===== src/rtl/debounce_multi.sv =====
// Multi-channel push-button/switch debouncer: per channel a 2-FF synchroniser,
// a stability counter gated by ce, a debounced level and registered rise/fall pulses.
module debounce_multi #(
    parameter int   CHANNELS      = 4,
    parameter int   CNT_WIDTH     = 20,
    parameter int   STABLE_CYCLES = 1000000,
    parameter logic INIT_LEVEL    = 1'b0
) (
    input  logic                clk,
    input  logic                rst,
    input  logic                ce,
    input  logic [CHANNELS-1:0] button,
    output logic [CHANNELS-1:0] result,
    output logic [CHANNELS-1:0] rise,
    output logic [CHANNELS-1:0] fall,
    output logic                any_change
);

    // Last count value before acceptance; the counter clears on reaching it, so it never wraps.
    localparam logic [CNT_WIDTH-1:0] LAST = CNT_WIDTH'(STABLE_CYCLES - 1);

    logic [CHANNELS-1:0]  s0;
    logic [CHANNELS-1:0]  s1;
    logic [CNT_WIDTH-1:0] cnt [CHANNELS];

    always_ff @(posedge clk or posedge rst) begin
        if (rst) begin
            s0     <= {CHANNELS{INIT_LEVEL}};
            s1     <= {CHANNELS{INIT_LEVEL}};
            result <= {CHANNELS{INIT_LEVEL}};
            rise   <= '0;
            fall   <= '0;
            for (int i = 0; i < CHANNELS; i++) begin
                cnt[i] <= '0;
            end
        end else begin
            s0 <= button;
            s1 <= s0;
            for (int i = 0; i < CHANNELS; i++) begin
                rise[i] <= 1'b0;
                fall[i] <= 1'b0;
                if (s1[i] != result[i]) begin
                    if (ce) begin
                        if (cnt[i] == LAST) begin
                            result[i] <= s1[i];
                            cnt[i]    <= '0;
                            rise[i]   <= s1[i];
                            fall[i]   <= ~s1[i];
                        end else begin
                            cnt[i] <= cnt[i] + 1'b1;
                        end
                    end
                end else begin
                    cnt[i] <= '0;
                end
            end
        end
    end

    assign any_change = |{rise, fall};

endmodule


===== config.mk =====
export PLATFORM = sky130hd
export DESIGN_NAME = debounce_multi
export DESIGN_NICKNAME = d
export VERILOG_FILES = /design/src/rtl/debounce_multi.sv
export SDC_FILE = /design/constraint.sdc
export NUM_CORES = 1
export LEC_CHECK = 0
export ABC_AREA = 1
export CORE_MARGIN = 2
export CORE_UTILIZATION = 28
export DETAILED_ROUTE_END_ITERATION = 16
export GPL_TIMING_DRIVEN = 0
export PLACE_DENSITY = 0.43
export SLEW_MARGIN = 15
export SYNTH_ARGS = -nofsm -noshare
export SYNTH_HDL_FRONTEND = slang
export SYNTH_SLANG_ARGS = --single-unit
export TNS_END_PERCENT = 100

===== constraint.sdc =====
create_clock -name clk -period 4.4 [get_ports clk]
set_input_delay 0.88 -clock clk [delete_from_list [all_inputs] [get_ports clk]]
set_output_delay 0.88 -clock clk [all_outputs]
set_load 0.005 [all_outputs]

==> run metrics <==
Final #Nets 812; Antenna Nets Post-Route 0; Synthesized Nets around 780; Top-Level Pins 20; final hold viol count 0; worst setup margin around 2000 ps; total track usage 0.1402; row count 52; slew at the pin closest to its max-slew limit 461.7 ps; Avg Inst Size Synth 7.413 um2; Hold Crit Depth 0; highest routed layer met4; Synth Cell Area 5708 um2; Worst VDD drop 0.0001402 V; DP HPWL 10140 um; Synth top area share 0.4384; # H-tree levels 3; Synth warnings 0; Die X-Extent 146.8 um; Leakage Power 2.943 nW; Yosys reg bits 100; drt pass-1 iters 4; library cells used by synthesis 38; Util after Layout 0.3267; synth top area cells dfrtp_1, nand2_1, nor2_1; Slew HR 0.6898; worst path arrival time 1550 ps; die height 146.8 um; Worst R2R Setup Slack 2710 ps; Setup Skew around 9.0 ps; Core Area 20100 um2; Post-synth top cells nand2_1, nor2_1, dfrtp_1, inv_1, nand3_1; # setup viols final 0; Syn Inst Count 770; gr ovfl total 0; crit path capture type primary output; Tmin final 2434 ps; worst hold path class flip-flop to flip-flop; number of max-cap violations 0; Cell Area, Placed 6269 um2; Worst Setup Start Kind flip-flop; area grow syn2layout 15.06%; final slew viol count 0; Final period util 0.5532; Sinks on Clock Net 100; Post-CTS Resized 0; Initial Utilization 0.2839; clock slew at reported path FFs ~70 ps; DRT iter0 DRCs 292; setup TNS after final layout 0 ps; RSZ-0062 raised after global routing no; remaining routing DRC violations 0; number of antenna diodes 0; TritonCTS clock tree yes; global placer's final weighted congestion 0.8055; clk buf depth 2; first-pass GRT wire length between 20000 and 25000 um; CTS buffer count 9; Max Freq about 400 MHz; vias in the first global route ~4700; EDFF count, synth 0; Setup Slack @ Placement 1850 ps; Pwr per Cell Area approximately 290 nW/um2; Buffers on Ports 19; Via density 4.415; clk root buf clkbuf_16; maximum fanout along the worst path 2; Die Area 21540 um2; via count approximately 4800; post-synthesis async set-or-reset flop share 1.000; status finished clean; count leader, synth nand2_1; WL met2 6202 um; clk_lat worst skew 360 ps; design area about 6600 um2; met1 WL between 7000 and 8000 um; largest net degree at the start of global routing 76; Total Power 0.001881 W; layout cells sized above 1 0.08809; met3 WL approximately 400 um; WL per Instance 13.01 um; Setup CP Type flip-flop to primary output; Main synth FF type dfrtp_1; path depth of the worst reg2reg path 10; postcts setup bufs 0; sequential element share of the synthesized area 0.4384; antenna violations before repair 0; Worst EP required 3520 ps; Post-Route WL 14000 um; Hold-fix buffers, CTS 0; area leader, netlist dfrtp_1
report_power, final:
part | total, W | internal, W | switching, W
sequential | 0.000945 | 0.000932 | 0.0000126
combinational | 0.000109 | 0.0000332 | 0.0000763
clock | 0.000827 | 0.000446 | 0.000381
total | 0.00188 | 0.00141 | 0.000470
cell usage in the layout, fill, tap and decap left out, types with 2 or more instances in the layout:
cell type and n:
a21oi_1 10, a31oi_1 2, buf_2 4, buf_6 3, clkbuf_16 9, clkdlybuf4s50_1 19, clkinv_2 2, dfrtp_1 100
ha_1 4, inv_1 99, inv_2 6, inv_6 4, nand2_1 179, nand2_2 8, nand2_4 2, nand3_1 54
nand3_2 6, nand3b_1 3, nand4_1 35, nor2_1 140, nor2_2 10, nor2_4 6, nor3_1 21, nor4_1 4
o21a_1 2, o21ai_0 25, o21bai_1 2, o22ai_1 4, xnor2_1 3, xor2_1 25
critical path: stages (launching register included):
cell and delay (ps):
dfrtp_1 440, nor4_1 240, nand2_1 80, clkdlybuf4s50_1 450
per-stage QoR:
step                      hold slack, ps  instances
after global placement             331.4       1059
after global routing               361.1       1076
after floorplan                    331.2        770
after detailed placement           335.5       1060
final                              349.5       1076
after CTS                          352.5       1076
per-layer routing:
metal,vias to the layer above,global-route usage
li1,2522,-
met1,2182,0.1941
met2,36,0.2190
met3,11,0.03292
met4,0,0.04126
met5,-,0
layout make-up:
type                    instances  area, um2
flip-flops and latches        100       2502
plain buffers                   8      61.31
inverters                     107      411.6
clock inverters                 7      73.82
well taps                     270      337.8
clock buffers                   9      225.2
repair buffers                 20      217.7
multi-input cells             555       2738
fillers                      2146      13540
registers in the layout, indices dropped and copies added (netlist names):
| register | flops |
|---|---|
| result | 4 |
| s1 | 4 |
| fall | 4 |
| cnt | 80 |
| s0 | 4 |
| rise | 4 |
logic make-up after synthesis:
kind of cell             share of synthesized area
AND/OR/NAND/NOR                             0.3783
buffers and inverters                      0.08198
flip-flops                                  0.4384
AO/OA/AOI/OAI                              0.04954
XOR/XNOR                                   0.04296
adder cells (fa/ha/maj)                   0.008768
final timing paths:
| path | to | startpoint |
|---|---|---|
| setup / recovery | any_change | rise[3] |
| hold / removal | s1[2] | s0[2] |
| setup reg to reg | cnt[50] | cnt[40] |
| hold reg to reg | s1[2] | s0[2] |
| max in group asynchronous | cnt[37] | rst |
| min in group asynchronous | cnt[5] | rst |
(Power assumes the default switching activity.)
